===== config.mk =====
export PLATFORM = sky130hd
export DESIGN_NAME = column_splitter
export DESIGN_NICKNAME = d
export VERILOG_FILES = /design/src/rtl/column_splitter.sv
export SDC_FILE = /design/constraint.sdc
export NUM_CORES = 1
export LEC_CHECK = 0
export CORE_UTILIZATION = 50
export DETAILED_ROUTE_END_ITERATION = 16
export GPL_ROUTABILITY_DRIVEN = 0
export PLACE_DENSITY = 0.75
export SKIP_LAST_GASP = 1
export SLEW_MARGIN = 20
export SYNTH_ARGS = -nofsm -noshare
export SYNTH_HDL_FRONTEND = slang
export SYNTH_SLANG_ARGS = --single-unit
export TNS_END_PERCENT = 1

===== constraint.sdc =====
create_clock -name clk -period 4.2 [get_ports clk]
set_input_delay 0.84 -clock clk [delete_from_list [all_inputs] [get_ports clk]]
set_output_delay 0.84 -clock clk [all_outputs]
set_load 0.02 [all_outputs]

===== src/rtl/column_splitter.sv =====
// column_splitter: buffers 32-bit columns in a small FIFO and replays
// each one as four bytes, MSB first, over a byte valid/ready handshake.
//
// Ports:
//   clk, rst_n      clock, async active-low reset
//   col_valid/ready column handshake; col_data/col_last column + tag
//   byte_valid/ready byte handshake; byte_data current byte
//   byte_idx        byte slot in column (0=A .. 3=D)
//   byte_pos        byte index in 16-byte block
//   byte_last       byte D of a column tagged last
//   busy            at least one column held
module column_splitter #(
  parameter int DEPTH = 2
) (
  input  logic        clk,
  input  logic        rst_n,
  input  logic        col_valid,
  output logic        col_ready,
  input  logic [31:0] col_data,
  input  logic        col_last,
  output logic        byte_valid,
  input  logic        byte_ready,
  output logic [7:0]  byte_data,
  output logic [1:0]  byte_idx,
  output logic [3:0]  byte_pos,
  output logic        byte_last,
  output logic        busy
);

  localparam int AW = (DEPTH > 1) ? $clog2(DEPTH) : 1;
  localparam int CW = AW + 1;

  logic [31:0]   r_data [DEPTH];
  logic          r_last [DEPTH];
  logic [AW-1:0] r_wptr;
  logic [AW-1:0] r_rptr;
  logic [CW-1:0] r_count;
  logic [1:0]    r_sel;
  logic [3:0]    r_pos;

  logic          w_nempty;
  logic          w_ready;
  logic          w_push;
  logic          w_hs;
  logic          w_pop;
  logic          w_blast;
  logic [31:0]   w_head;
  logic [7:0]    w_byte;

  assign w_nempty = (r_count != '0);
  assign w_ready  = (r_count < CW'(DEPTH));
  assign w_push   = col_valid && w_ready;
  assign w_hs     = w_nempty && byte_ready;
  assign w_pop    = w_hs && (r_sel == 2'd3);
  assign w_head   = r_data[r_rptr];
  assign w_blast  = w_nempty && r_last[r_rptr]
                    && (r_sel == 2'd3);

  always_comb begin
    w_byte = 8'h00;
    unique case (r_sel)
      2'd0: w_byte = w_head[31:24];
      2'd1: w_byte = w_head[23:16];
      2'd2: w_byte = w_head[15:8];
      2'd3: w_byte = w_head[7:0];
    endcase
  end

  always_ff @(posedge clk or negedge rst_n) begin
    if (!rst_n) begin
      for (int i = 0; i < DEPTH; i++) begin
        r_data[i] <= '0;
        r_last[i] <= 1'b0;
      end
      r_wptr <= '0;
    end else if (w_push) begin
      r_data[r_wptr] <= col_data;
      r_last[r_wptr] <= col_last;
      r_wptr         <= r_wptr + AW'(1);
    end
  end

  always_ff @(posedge clk or negedge rst_n) begin
    if (!rst_n) begin
      r_rptr <= '0;
      r_sel  <= 2'd0;
      r_pos  <= 4'd0;
    end else if (w_hs) begin
      r_sel <= r_sel + 2'd1;
      // a block boundary restarts the position count
      r_pos <= w_blast ? 4'd0 : r_pos + 4'd1;
      if (w_pop)
        r_rptr <= r_rptr + AW'(1);
    end
  end

  always_ff @(posedge clk or negedge rst_n) begin
    if (!rst_n) begin
      r_count <= '0;
    end else begin
      unique case ({w_push, w_pop})
        2'b10:   r_count <= r_count + CW'(1);
        2'b01:   r_count <= r_count - CW'(1);
        default: r_count <= r_count;
      endcase
    end
  end

  // stale storage is masked so an empty FIFO reads 0x00
  assign col_ready  = w_ready;
  assign byte_valid = w_nempty;
  assign byte_data  = w_nempty ? w_byte : 8'h00;
  assign byte_idx   = r_sel;
  assign byte_pos   = r_pos;
  assign byte_last  = w_blast;
  assign busy       = w_nempty;

endmodule

# Yosys cells after proc, flatten, opt, wreduce, memory -nomap -nowiden
# Index checks and enable logic that the tools add are counted.
word_totals:
  output_inout_bits: 18
  register_bits: 76
  word_cells: 52
classes:
  add_sub_neg: 6
  n_eq_ne: 5
  mux: 16
  reduce_logical: 10
  n_bitwise: 2
  magnitude_cmp: 4
ops:
  columns: ["cell", "n"]
  rows:
  - ["$mux W32", 4]
  - ["$bwmux W64", 1]
  - ["$demux W32 S1", 1]
  - ["$pmux W8 S4", 1]
  - ["$mux W8", 1]
  - ["$eq A2 B2 Y1 const B", 3]
  - ["$logic_and A1 B1 Y1", 6]
  - ["$add A2 B1 Y2 const B", 2]
  - ["$add A4 B1 Y4 const B", 1]
  - ["$eq A2 B1 Y1 const B", 2]
  - ["$ge A2 B2 Y1 const B", 2]
  - ["$mux W1", 4]
  - ["$mux W4", 1]
  - ["$not A1 Y2", 2]
  - ["$pmux W2 S2", 1]
  - ["$reduce_bool A2 Y1", 2]
  - ["$add A1 B1 Y1 const B", 2]
  - ["$bwmux W2", 1]
  - ["$logic_not A2 Y1", 1]
  - ["$lt A2 B1 Y1 const B", 1]
  - ["$lt A2 B2 Y1 const B", 1]
  - ["$reduce_and A2 Y1", 1]
  - ["$sub A2 B1 Y2 const B", 1]
  - ["$demux W1 S1", 1]

# Logic depth before layout (Yosys ltp)
# Gate-level depths: netlist of the first run.
logic_depth:
  ltp_word: 7
  mapped_depth: 8
  mapped_depth_nobuf: 7

# Worst setup path after synthesis of the first run
# OpenSTA, ideal clock, no wires.
synth_path:
  path_kind: "register -> output"
  from: "reg r_sel[0], in the netlist byte_idx[0]"
  to: "out byte_data[1]"
  path_buffers: 1
  setup_slack_ns: 1.707
  t_arrival_ns: 1.653
  stages_incl_launch_ff: 7
  t_required_ns: 3.360
  cell_sequence: "dfrtp_1 > inv_1 > ha_1 > clkbuf_1 > nor2_1 > a32oi_1 > and3_1"
synth_between:
  elab_chain_cells: 3
  elab_cells_between_ends: 6
synth_lines:
  columns: ["element", "line", "source"]
  rows:
  - ["start: declaration", "38", "logic [1:0] r_sel;"]
  - ["start signal: assignment", "89", "r_sel <= r_sel + 2'd1;"]
  - ["$eq A2 B2 Y1 (tied with other cells)", "61", "unique case (r_sel)"]
  - ["$pmux W8 S4 (*)", "61", null]
  - ["$mux W8 (*)", "112", "assign byte_data = w_nempty ? w_byte : 8'h00;"]
  - ["end: declaration", "23", "output logic [7:0] byte_data,"]
# Mark *: on every way between the ends. The rest lies on a longest branch, timed or not.

# Worst setup path after layout of the first run
layout_path:
  from: "reg r_sel[1], in the netlist byte_idx[1]"
  to: "out byte_data[1]"
# Same word-level chain as after synthesis.

==> results of run 1 <==
-- worst paths after layout --
path,from,end,slack [ps],cells after the start
worst max-delay path,byte_idx[1]$_DFFE_PN0N_,byte_data[1],720,6
worst min-delay path,r_data[22]$_DFFE_PN0P_,r_data[22]$_DFFE_PN0P_,490,1
worst max register to register,byte_idx[1]$_DFFE_PN0N_,r_count[1]$_DFFE_PN0P_,2050,6
worst min register to register,r_data[22]$_DFFE_PN0P_,r_data[22]$_DFFE_PN0P_,490,1
max in group asynchronous,rst_n,r_data[13]$_DFFE_PN0P_,2720,2
min in group asynchronous,rst_n,r_data[35]$_DFFE_PN0P_,630,1
-- through the flow --
stage          instance area [µm²]  instances  utilization [%]  power (mW)
2_1_floorplan                 3490        269                -        2.38
3_3_place_gp                  4050        389             59.9        2.89
3_5_place_dp                  4050        389             59.9        2.95
4_1_cts                       4300        405             63.6        3.64
5_1_grt                       4300        405             63.6        3.84
6_report                      4300        405             63.6        3.61
-- Yosys cell counts (6+ instances only) --
library cell              instances
sky130_fd_sc_hd__a22oi_1         16
sky130_fd_sc_hd__a32oi_1          8
sky130_fd_sc_hd__and3_1           9
sky130_fd_sc_hd__buf_2            7
sky130_fd_sc_hd__dfrtp_1         76
sky130_fd_sc_hd__ha_1             6
sky130_fd_sc_hd__inv_1            6
sky130_fd_sc_hd__mux2_1          30
sky130_fd_sc_hd__mux2_2          36
sky130_fd_sc_hd__mux2i_1          9
sky130_fd_sc_hd__nand2_1         21
sky130_fd_sc_hd__nand3_1          8
sky130_fd_sc_hd__o21ai_0          6
-- power by group through the flow --
stage	Clock (mW)	Sequential, mW	Combinational, mW
after detailed placement	0	1.37	1.57
after CTS	0.696	1.36	1.58
final	0.683	1.36	1.56
after global routing	0.729	1.41	1.70
after global placement	0	1.36	1.53
after floorplan	0	1.31	1.07
-- critical path: stages (launching register included) --
cell and delay (ps):
sky130_fd_sc_hd__dfrtp_1 410, sky130_fd_sc_hd__inv_1 100, sky130_fd_sc_hd__ha_1 320, sky130_fd_sc_hd__nor2_1 530
sky130_fd_sc_hd__a32oi_1 180, sky130_fd_sc_hd__and3_1 220, sky130_fd_sc_hd__clkdlybuf4s50_1 530
-- state kept, by name (all words and copies together), names as in the netlist --
signal / count
byte_idx: 2
r_wptr: 1
byte_pos: 4
r_count: 2
r_rptr: 1
r_data: 64
r_last: 2
-- routing by layer --
layer | vias up | global-route usage [%] | wire [µm]
li1 | 1074 | - | -
met4 | 0 | 9.24 | 138
met5 | - | 0 | 0
met1 | 1124 | 30.6 | 3470
met3 | 11 | 4.04 | 236
met2 | 46 | 32.4 | 3310
-- kinds of logic after synthesis --
| logic type | share of synthesized area (%) |
|---|---|
| AO/OA/AOI/OAI | 7.54 |
| multiplexers | 23.9 |
| XOR/XNOR | 1.51 |
| adder cells (fa/ha/maj) | 2.15 |
| buffers and inverters | 3.34 |
| AND/OR/NAND/NOR | 7.00 |
| flip-flops | 54.6 |
-- final cells by class --
class	instances	area (µm²)	share of cell area (%)
Sequential cell	76	1900	44.2
Multi-Input combinational cell	170	1470	34.1
Timing Repair Buffer	57	558	13.0
Clock buffer	12	155	3.61
Tap cell	80	100	2.33
Clock inverter	4	95.1	2.21
Inverter	6	22.5	0.524
==> Implementation_results.wiki, run 1 <==
{| class="wikitable"
! Metric !! Value
|-
| Run status || finished clean
|-
| Residual DRC || 0
|-
| Largest driver fanout on the critical path || 10
|-
| Initial antenna violation count || 0
|-
| Count of port buffers added during placement || 54
|-
| Most common cell after layout, fill and taps aside || sky130_fd_sc_hd__dfrtp_1
|-
| Hold violation count in the final report || 0
|-
| Overall die height || 85.5 µm
|-
| Std cell rows || 30
|-
| Fillers || 548
|-
| Period minus WS final || 3480 ps
|-
| Most frequent cells in the layout || sky130_fd_sc_hd__dfrtp_1, sky130_fd_sc_hd__clkdlybuf4s50_1, sky130_fd_sc_hd__mux2_2, sky130_fd_sc_hd__mux2_1, sky130_fd_sc_hd__nand2_1
|-
| Number of CTS-inserted buffers || 9
|-
| DRT Pass-1 Iters || 6
|-
| Leakage power figure || 1.83 nW
|-
| Number of ports placed on the die boundary || 55
|-
| Via density per instance || 5.57
|-
| Share of synthesized area occupied by flip-flops and latches || 54.6%
|-
| Async set or reset register ratio after synthesis || 100%
|-
| Final hold slack || 492 ps
|-
| Number of violations of the max-capacitance limit || 0
|-
| Clock insertion delay at the later pin of the skew report || 340 ps
|-
| EDFF count, synth || 0
|-
| Final-report max-slew violation count || 0
|-
| Number of clock sinks || 76
|-
| Final antenna-violating net count || 0
|-
| Post-synthesis instance total || 269
|-
| Half-perimeter wire length of the detailed placement result || 4960 µm
|-
| Number of global-route vias before repair || 2285
|-
| Number of distinct library cells after synthesis || 29
|-
| Clock root buffer master || sky130_fd_sc_hd__clkbuf_8
|-
| Category of the worst setup path launch point || flop
|-
| Unrepaired setup endpoints after global routing || no
|-
| Maximum number of pins on one net before global-route repair || 43
|-
| Setup WS post-layout || 722 ps
|-
| Kind of end point of the critical path || primary output
|-
| Data arrival at the endpoint of the critical path || 2640 ps
|-
| Antenna Cells || 0
|-
| Wire length of the first global-routing pass || 11700 µm
|-
| Flop and latch count out of synthesis || 76
|-
| Pwr/cell area || 840 nW/µm²
|-
| Setup violators final || 0
|-
| Worst slack at placement || 1090 ps
|-
| Warnings, synthesis || 0
|-
| CTS hold repair buffers || 0
|-
| Gr usage total || 21.5%
|-
| Layout cell share with drive strength beyond 1 || 18.2%
|-
| Internal Dissipation || 2.33 mW
|-
| Gate power share || 43.3%
|-
| Number of buffers on the longest clock path || 2
|-
| Effective utilization at floorplan || 51.6%
|-
| Mean area per synthesized cell || 13.0 µm²
|-
| Number of instances resized during post-cts repair || 0
|-
| Most used flip-flop cell after synthesis || sky130_fd_sc_hd__dfrtp_1
|-
| Max frequency || 287 MHz
|-
| Max rail drop VDD || 0.484 mV
|-
| Worst hold-check path type || reg2reg
|-
| Sum Neg Setup Slack || 0 ps
|-
| Worst-margin pin slew || 992 ps
|-
| Part of the cycle the worst path needs || 82.8%
|-
| Total die area || 7310 µm²
|-
| Area share of the largest cell type after synthesis || 54.6%
|-
| Clock tree from TritonCTS || yes
|-
| Syn Nets || 312
|-
| Slew HR || 33.7%
|-
| Total via count after detailed routing || 2255
|-
| Switching share of power || 35.4%
|-
| Residual overflow from global routing || 0
|-
| Total Nets Final || 363
|-
| Area leader, netlist || sky130_fd_sc_hd__dfrtp_1
|-
| Clock network fraction of design power || 18.9%
|-
| Proportion of power drawn by flip-flops and latches || 37.7%
|-
| Top post-synthesis cells by area || sky130_fd_sc_hd__dfrtp_1, sky130_fd_sc_hd__mux2_2, sky130_fd_sc_hd__mux2_1, sky130_fd_sc_hd__a22oi_1, sky130_fd_sc_hd__mux2i_1
|-
| X dimension of the die || 85.5 µm
|-
| Wire length per cell after detailed routing || 17.7 µm
|-
| Syn-to-layout area delta || 23.4%
|-
| Required time of the worst setup path || 3360 ps
|-
| Total standard cell area after synthesis || 3490 µm²
|-
| Category of the most critical setup path || reg2out
|-
| H-Tree Depth || 3
|-
| Starting DRC count in detailed routing || 178
|-
| Worst Skew || 6.56 ps
|-
| Detailed-route wire length || 7150 µm
|-
| Number of setup buffers added after CTS || 0
|-
| Net switching power of the design || 1.28 mW
|-
| Clock transition at path regs || 80 ps
|-
| Std-Cell Core Area || 6760 µm²
|}
Note: power is estimated with default switching activity, not from simulation.
==> run 2: changes to the inputs <==
--- a/config.mk
+++ b/config.mk
@@ -5,7 +5,7 @@
 export SDC_FILE = /design/constraint.sdc
 export NUM_CORES = 1
 export LEC_CHECK = 0
-export CORE_UTILIZATION = 50
+export CORE_UTILIZATION = 48
 export DETAILED_ROUTE_END_ITERATION = 16
 export GPL_ROUTABILITY_DRIVEN = 0
 export PLACE_DENSITY = 0.75
==> constraint.sdc (replaced) <==
create_clock -name clk -period 3.2 [get_ports clk]
set_input_delay 0.64 -clock clk [delete_from_list [all_inputs] [get_ports clk]]
set_output_delay 0.64 -clock clk [all_outputs]
set_load 0.02 [all_outputs]
==> Implementation_results.wiki, run 2 (same netlist as run 1, synthesis figures left out) <==
{| class="wikitable"
! Metric !! Value
|-
| Most common cell after layout, fill and taps aside || sky130_fd_sc_hd__dfrtp_1
|-
| Std cell rows || 30
|-
| Number of buffers on the longest clock path || 2
|-
| Std-Cell Core Area || 6910 µm²
|-
| Via density per instance || 5.45
|-
| Max frequency || 327 MHz
|-
| Effective utilization at floorplan || 50.5%
|-
| Worst reg-to-reg path cell count || 4
|-
| Largest driver fanout on the critical path || 16
|-
| Number of global-route vias before repair || 2389
|-
| Kind of end point of the critical path || primary output
|-
| Sum Neg Setup Slack || 0 ps
|-
| Worst hold-check path type || in2async
|-
| Number of clock sinks || 76
|-
| Clock tree from TritonCTS || yes
|-
| Initial antenna violation count || 0
|-
| Total die area || 7610 µm²
|-
| Unrepaired setup endpoints after global routing || no
|-
| H-Tree Depth || 3
|-
| Maximum number of pins on one net before global-route repair || 47
|-
| X dimension of the die || 87.2 µm
|-
| Setup violators final || 0
|-
| Leakage power figure || 1.84 nW
|-
| Pwr/cell area || 1070 nW/µm²
|-
| Slew HR || 54.3%
|-
| Residual DRC || 0
|-
| Register bank with the most flops || r_data
|-
| Reg area || 1900 µm²
|-
| Final hold slack || 324 ps
|-
| Layout cell share with drive strength beyond 1 || 20.4%
|-
| Global-route track usage on met1 || 29.8%
|-
| Worst-margin pin slew || 685 ps
|-
| Syn-to-layout area delta || 24.2%
|-
| Total Nets Final || 368
|-
| Final antenna-violating net count || 0
|-
| Category of the most critical setup path || reg2out
|-
| Footprint of the multi-input gates || 1480 µm²
|-
| Part of the cycle the worst path needs || 95.6%
|-
| Final-report max-slew violation count || 0
|-
| Number of flip-flops under the largest register name || 64
|-
| Max rail drop VDD || 0.529 mV
|-
| GRT Max-Usage Layer || met2
|-
| Overall die height || 87.2 µm
|-
| Category of the worst setup path launch point || flop
|-
| Clock insertion delay at the later pin of the skew report || 350 ps
|-
| Data arrival at the endpoint of the critical path || 2420 ps
|-
| Required time of the worst setup path || 2560 ps
|-
| Run status || finished clean
|-
| Count of port buffers added during placement || 54
|-
| Number of ports placed on the die boundary || 55
|-
| Residual overflow from global routing || 0
|-
| Fillers || 579
|-
| Detailed-route wire length || 7100 µm
|-
| Hold violation count in the final report || 0
|-
| Clock root buffer master || sky130_fd_sc_hd__clkbuf_8
|-
| Starting DRC count in detailed routing || 91
|-
| Period minus WS final || 3060 ps
|-
| Half-perimeter wire length of the detailed placement result || 5080 µm
|-
| Most frequent cells in the layout || sky130_fd_sc_hd__dfrtp_1, sky130_fd_sc_hd__clkdlybuf4s50_1, sky130_fd_sc_hd__mux2_2, sky130_fd_sc_hd__mux2_1, sky130_fd_sc_hd__nand2_1
|-
| Gr usage total || 21.2%
|-
| Antenna Cells || 0
|-
| Total via count after detailed routing || 2315
|-
| Number of setup buffers added after CTS || 0
|-
| Clock transition at path regs || 80 ps
|-
| Number of CTS-inserted buffers || 9
|-
| Wire length per cell after detailed routing || 16.7 µm
|-
| Worst Skew || 9.14 ps
|-
| Wire length of the first global-routing pass || 11800 µm
|-
| Met2 capacity usage during global routing || 32.1%
|-
| DRT Pass-1 Iters || 4
|-
| Met3 demand-to-capacity share in global routing || 4.45%
|-
| Number of violations of the max-capacitance limit || 0
|}
-- run 2: cell type report --
class                      instances  area share, %
sequential                        76           43.9
clock buffer                      11           3.50
multi-input combinational        170           34.1
timing repair buffer              62           14.1
tap                               96           2.78
inverter                           6          0.520
clock inverter                     4           1.13
-- run 2: path summary, 6_finish.rpt --
path                                              start                      to  slack (ps)
min in group clk                 r_data[31]$_DFFE_PN0P_  r_data[31]$_DFFE_PN0P_         490
worst min-delay path                              rst_n  r_count[1]$_DFFE_PN0P_         320
worst max-delay path            byte_idx[0]$_DFFE_PN0N_            byte_data[6]         140
worst min register to register   r_data[31]$_DFFE_PN0P_  r_data[31]$_DFFE_PN0P_         490
worst max register to register   r_count[1]$_DFFE_PN0P_  r_data[13]$_DFFE_PN0P_        1250
max in group asynchronous                         rst_n  r_data[38]$_DFFE_PN0P_        2200
-- run 2: worst max-delay path, cell delays in order (launching register included) --
cell and delay, ps:
sky130_fd_sc_hd__dfrtp_1 420, sky130_fd_sc_hd__inv_1 130, sky130_fd_sc_hd__ha_1 160, sky130_fd_sc_hd__buf_4 210
sky130_fd_sc_hd__a22oi_1 140, sky130_fd_sc_hd__a32oi_1 220, sky130_fd_sc_hd__and3_1 190, sky130_fd_sc_hd__clkdlybuf4s50_1 600
-- run 2: power breakdown --
group	total (mW)	switching, mW	internal, mW	leakage [nW]
Sequential	1.75	0.291	1.45	0.897
Combinational	2.14	1.06	1.08	0.833
Clock	0.735	0.337	0.397	0.105
Total	4.62	1.69	2.94	1.84
-- run 2: what timing repair did --
item,4_1_cts,5_1_grt
hold buffers,0,0
gates resized for setup,1,2
endpoints found under the setup margin,8,8
-- run 2: metal layers --
| layer | share of wire (%) | wire length [µm] |
|---|---|---|
| met2 | 46 | 3260 |
| met3 | 3.4 | 244 |
| met1 | 49 | 3490 |
| met4 | 1.5 | 107 |
| met5 | 0 | 0 |
-- run 2: per-stage QoR --
step,util [%],std cells,power [mW],area [µm²],setup slack (ps)
floorplan,-,269,3.13,3490,907
global placement,59.7,410,3.84,4120,439
detailed placement,59.7,410,3.91,4120,362
global route,62.7,425,4.92,4330,26.5
finish,62.7,425,4.62,4330,140
CTS,62.6,425,4.65,4320,11.9
==> run 3: changes to the inputs <==
--- a/config.mk
+++ b/config.mk
@@ -5,10 +5,12 @@
 export SDC_FILE = /design/constraint.sdc
 export NUM_CORES = 1
 export LEC_CHECK = 0
-export CORE_UTILIZATION = 48
+export CAP_MARGIN = 5
+export CORE_UTILIZATION = 50
 export DETAILED_ROUTE_END_ITERATION = 16
 export GPL_ROUTABILITY_DRIVEN = 0
 export PLACE_DENSITY = 0.75
+export SKIP_CTS_REPAIR_TIMING = 1
 export SKIP_LAST_GASP = 1
 export SLEW_MARGIN = 20
 export SYNTH_ARGS = -nofsm -noshare
==> constraint.sdc (replaced) <==
create_clock -name clk -period 2.85 [get_ports clk]
set_input_delay 0.57 -clock clk [delete_from_list [all_inputs] [get_ports clk]]
set_output_delay 0.57 -clock clk [all_outputs]
set_load 0.02 [all_outputs]
==> Implementation_results.wiki, run 3 (same netlist as run 1, synthesis figures left out) <==
{| class="wikitable"
! Metric !! Value
|-
| Wire length per cell after detailed routing || 17.2 µm
|-
| Kind of end point of the critical path || primary output
|-
| Number of gates on the worst path with buffers counted || 7
|-
| Final core utilization || 64.2%
|-
| Number of global-route vias before repair || 2342
|-
| Leakage power figure || 1.86 nW
|-
| DRT Pass-1 Iters || 6
|-
| Part of the cycle the worst path needs || 103%
|-
| Starting DRC count in detailed routing || 125
|-
| Wire length of the first global-routing pass || 11900 µm
|-
| Final hold slack || 230 ps
|-
| Met2 capacity usage during global routing || 32.4%
|-
| Layout cell share with drive strength beyond 1 || 20.1%
|-
| Worst setup endpoint || byte_data[1]
|-
| Detailed-route wire length || 7090 µm
|-
| CP cell instances || inv_1, ha_1, nor2_1, buf_4, a32oi_1, and3_1, clkdlybuf4s50_1
|-
| Register-to-Register Setup Slack || 1000 ps
|-
| Most frequent cells in the layout || sky130_fd_sc_hd__dfrtp_1, sky130_fd_sc_hd__clkdlybuf4s50_1, sky130_fd_sc_hd__mux2_2, sky130_fd_sc_hd__mux2_1, sky130_fd_sc_hd__nand2_1
|-
| Highest cell delay on the worst timing path || 610 ps
|-
| Category of the worst setup path launch point || flop
|-
| Clock tree from TritonCTS || yes
|-
| Required time of the worst setup path || 2280 ps
|-
| Number of buffers on the longest clock path || 2
|-
| CP top delay family || buffers and inverters
|-
| Max frequency || 341 MHz
|-
| Largest driver fanout on the critical path || 6
|-
| Total via count after detailed routing || 2298
|-
| Std-Cell Core Area || 6760 µm²
|-
| Std cell rows || 30
|-
| Initial antenna violation count || 0
|-
| Clock insertion delay at the later pin of the skew report || 340 ps
|-
| Worst hold-check path type || in2async
|-
| Max rail drop VDD || 0.669 mV
|-
| Setup WS post-layout || -79.6 ps
|-
| Final-report max-slew violation count || 0
|-
| Via density per instance || 5.56
|-
| Number of clock sinks || 76
|-
| Syn-to-layout area delta || 24.5%
|-
| Total non-filler cell area in the finished layout || 4340 µm²
|-
| Worst-margin pin slew || 581 ps
|-
| Total die area || 7310 µm²
|-
| Count of port buffers added during placement || 54
|-
| H-Tree Depth || 3
|-
| Total Nets Final || 371
|-
| Period minus WS final || 2930 ps
|-
| Fillers || 553
|-
| Instance area at placement || 4140 µm²
|-
| Run status || finished with violations
|-
| Worst Skew || 5.56 ps
|-
| Count of buffering cells on the critical path with inverters included || 3
|-
| Hold violation count in the final report || 0
|-
| Most common cell after layout, fill and taps aside || sky130_fd_sc_hd__dfrtp_1
|-
| Register bank with the most flops || r_data
|-
| Antenna Cells || 0
|-
| Gr usage total || 21.6%
|-
| Residual overflow from global routing || 0
|-
| Slew HR || 60.9%
|-
| Pwr/cell area || 1200 nW/µm²
|-
| GRT Max-Usage Layer || met2
|-
| Final antenna-violating net count || 0
|-
| Setup violators final || 7
|-
| Number of violations of the max-capacitance limit || 0
|-
| Worst flop-to-flop path startpoint || r_count[1]$_DFFE_PN0P_
|-
| Unrepaired setup endpoints after global routing || yes
|-
| Overall die height || 85.5 µm
|-
| Clock root buffer master || sky130_fd_sc_hd__clkbuf_8
|-
| Worst r2r dst || r_data[21]$_DFFE_PN0P_
|-
| Failing checks || setup timing
|-
| Category of the most critical setup path || reg2out
|-
| Worst Setup SP || byte_idx[0]$_DFFE_PN0N_
|-
| Number of ports placed on the die boundary || 55
|-
| Clock transition at path regs || 80 ps
|-
| Cell total after placement || 397
|-
| Maximum number of pins on one net before global-route repair || 77
|-
| Critical path's slowest cell || sky130_fd_sc_hd__clkdlybuf4s50_1
|-
| Half-perimeter wire length of the detailed placement result || 4880 µm
|-
| Number of CTS-inserted buffers || 9
|-
| Met3 demand-to-capacity share in global routing || 4.23%
|-
| Residual DRC || 0
|-
| Filler-free cell count of the finished design || 413
|-
| X dimension of the die || 85.5 µm
|-
| Effective utilization at floorplan || 51.6%
|-
| Worst reg-to-reg path cell count || 4
|-
| Global-route track usage on met1 || 30.7%
|-
| Number of flip-flops under the largest register name || 64
|-
| Data arrival at the endpoint of the critical path || 2360 ps
|}
## run 3: worst min-delay path by stage
| stage | from | end | depth (start not counted) | slack, ps |
|---|---|---|---|---|
| floorplan | rst_n | byte_idx[0]$_DFFE_PN0N_ | 0 | 270 |
| global placement | r_data[29]$_DFFE_PN0P_ | r_data[29]$_DFFE_PN0P_ | 1 | 470 |
| detailed placement | r_data[9]$_DFFE_PN0P_ | r_data[9]$_DFFE_PN0P_ | 1 | 480 |
| CTS | rst_n | r_data[14]$_DFFE_PN0P_ | 2 | 260 |
| global route | rst_n | r_data[13]$_DFFE_PN0P_ | 2 | 280 |
| finish | rst_n | r_data[14]$_DFFE_PN0P_ | 2 | 230 |
## run 3: power breakdown
group,internal (mW),total (mW),leakage (nW),switching (mW)
Sequential,1.63,1.97,0.897,0.336
Clock,0.432,0.815,0.0999,0.383
Combinational,1.25,2.44,0.867,1.19
## run 3: per-stage QoR
step | setup TNS, ps | setup WS [ps] | power [mW]
3_5_place_dp | 0 | 281 | 4.43
3_3_place_gp | 0 | 317 | 4.36
4_1_cts | -666 | -105 | 5.27
6_report | -415 | -79.6 | 5.22
5_1_grt | -1340 | -221 | 5.58
2_1_floorplan | 0 | 627 | 3.51
## run 3: layer usage
layer	vias up	part of all wire [%]	routed length (µm)
li1	1091	-	-
met1	1133	47	3360
met2	60	46	3280
met3	14	4.3	307
met4	0	2.0	145
met5	-	0	0
## run 3: worst register-to-register path: stages, from the launching register on
cell and delay, ps:
sky130_fd_sc_hd__dfrtp_1 430, sky130_fd_sc_hd__inv_1 140, sky130_fd_sc_hd__nand3_2 460, sky130_fd_sc_hd__buf_12 370, sky130_fd_sc_hd__mux2_1 330
## run 3: area by class of cell
class	instances	area (µm²)	area share, %
well taps	80	100	2.31
repair buffers	65	646	14.9
clock buffers	11	141	3.26
flip-flops and latches	76	1900	43.8
clock inverters	5	60.1	1.38
inverters	6	22.5	0.519
multi-input cells	170	1470	33.8
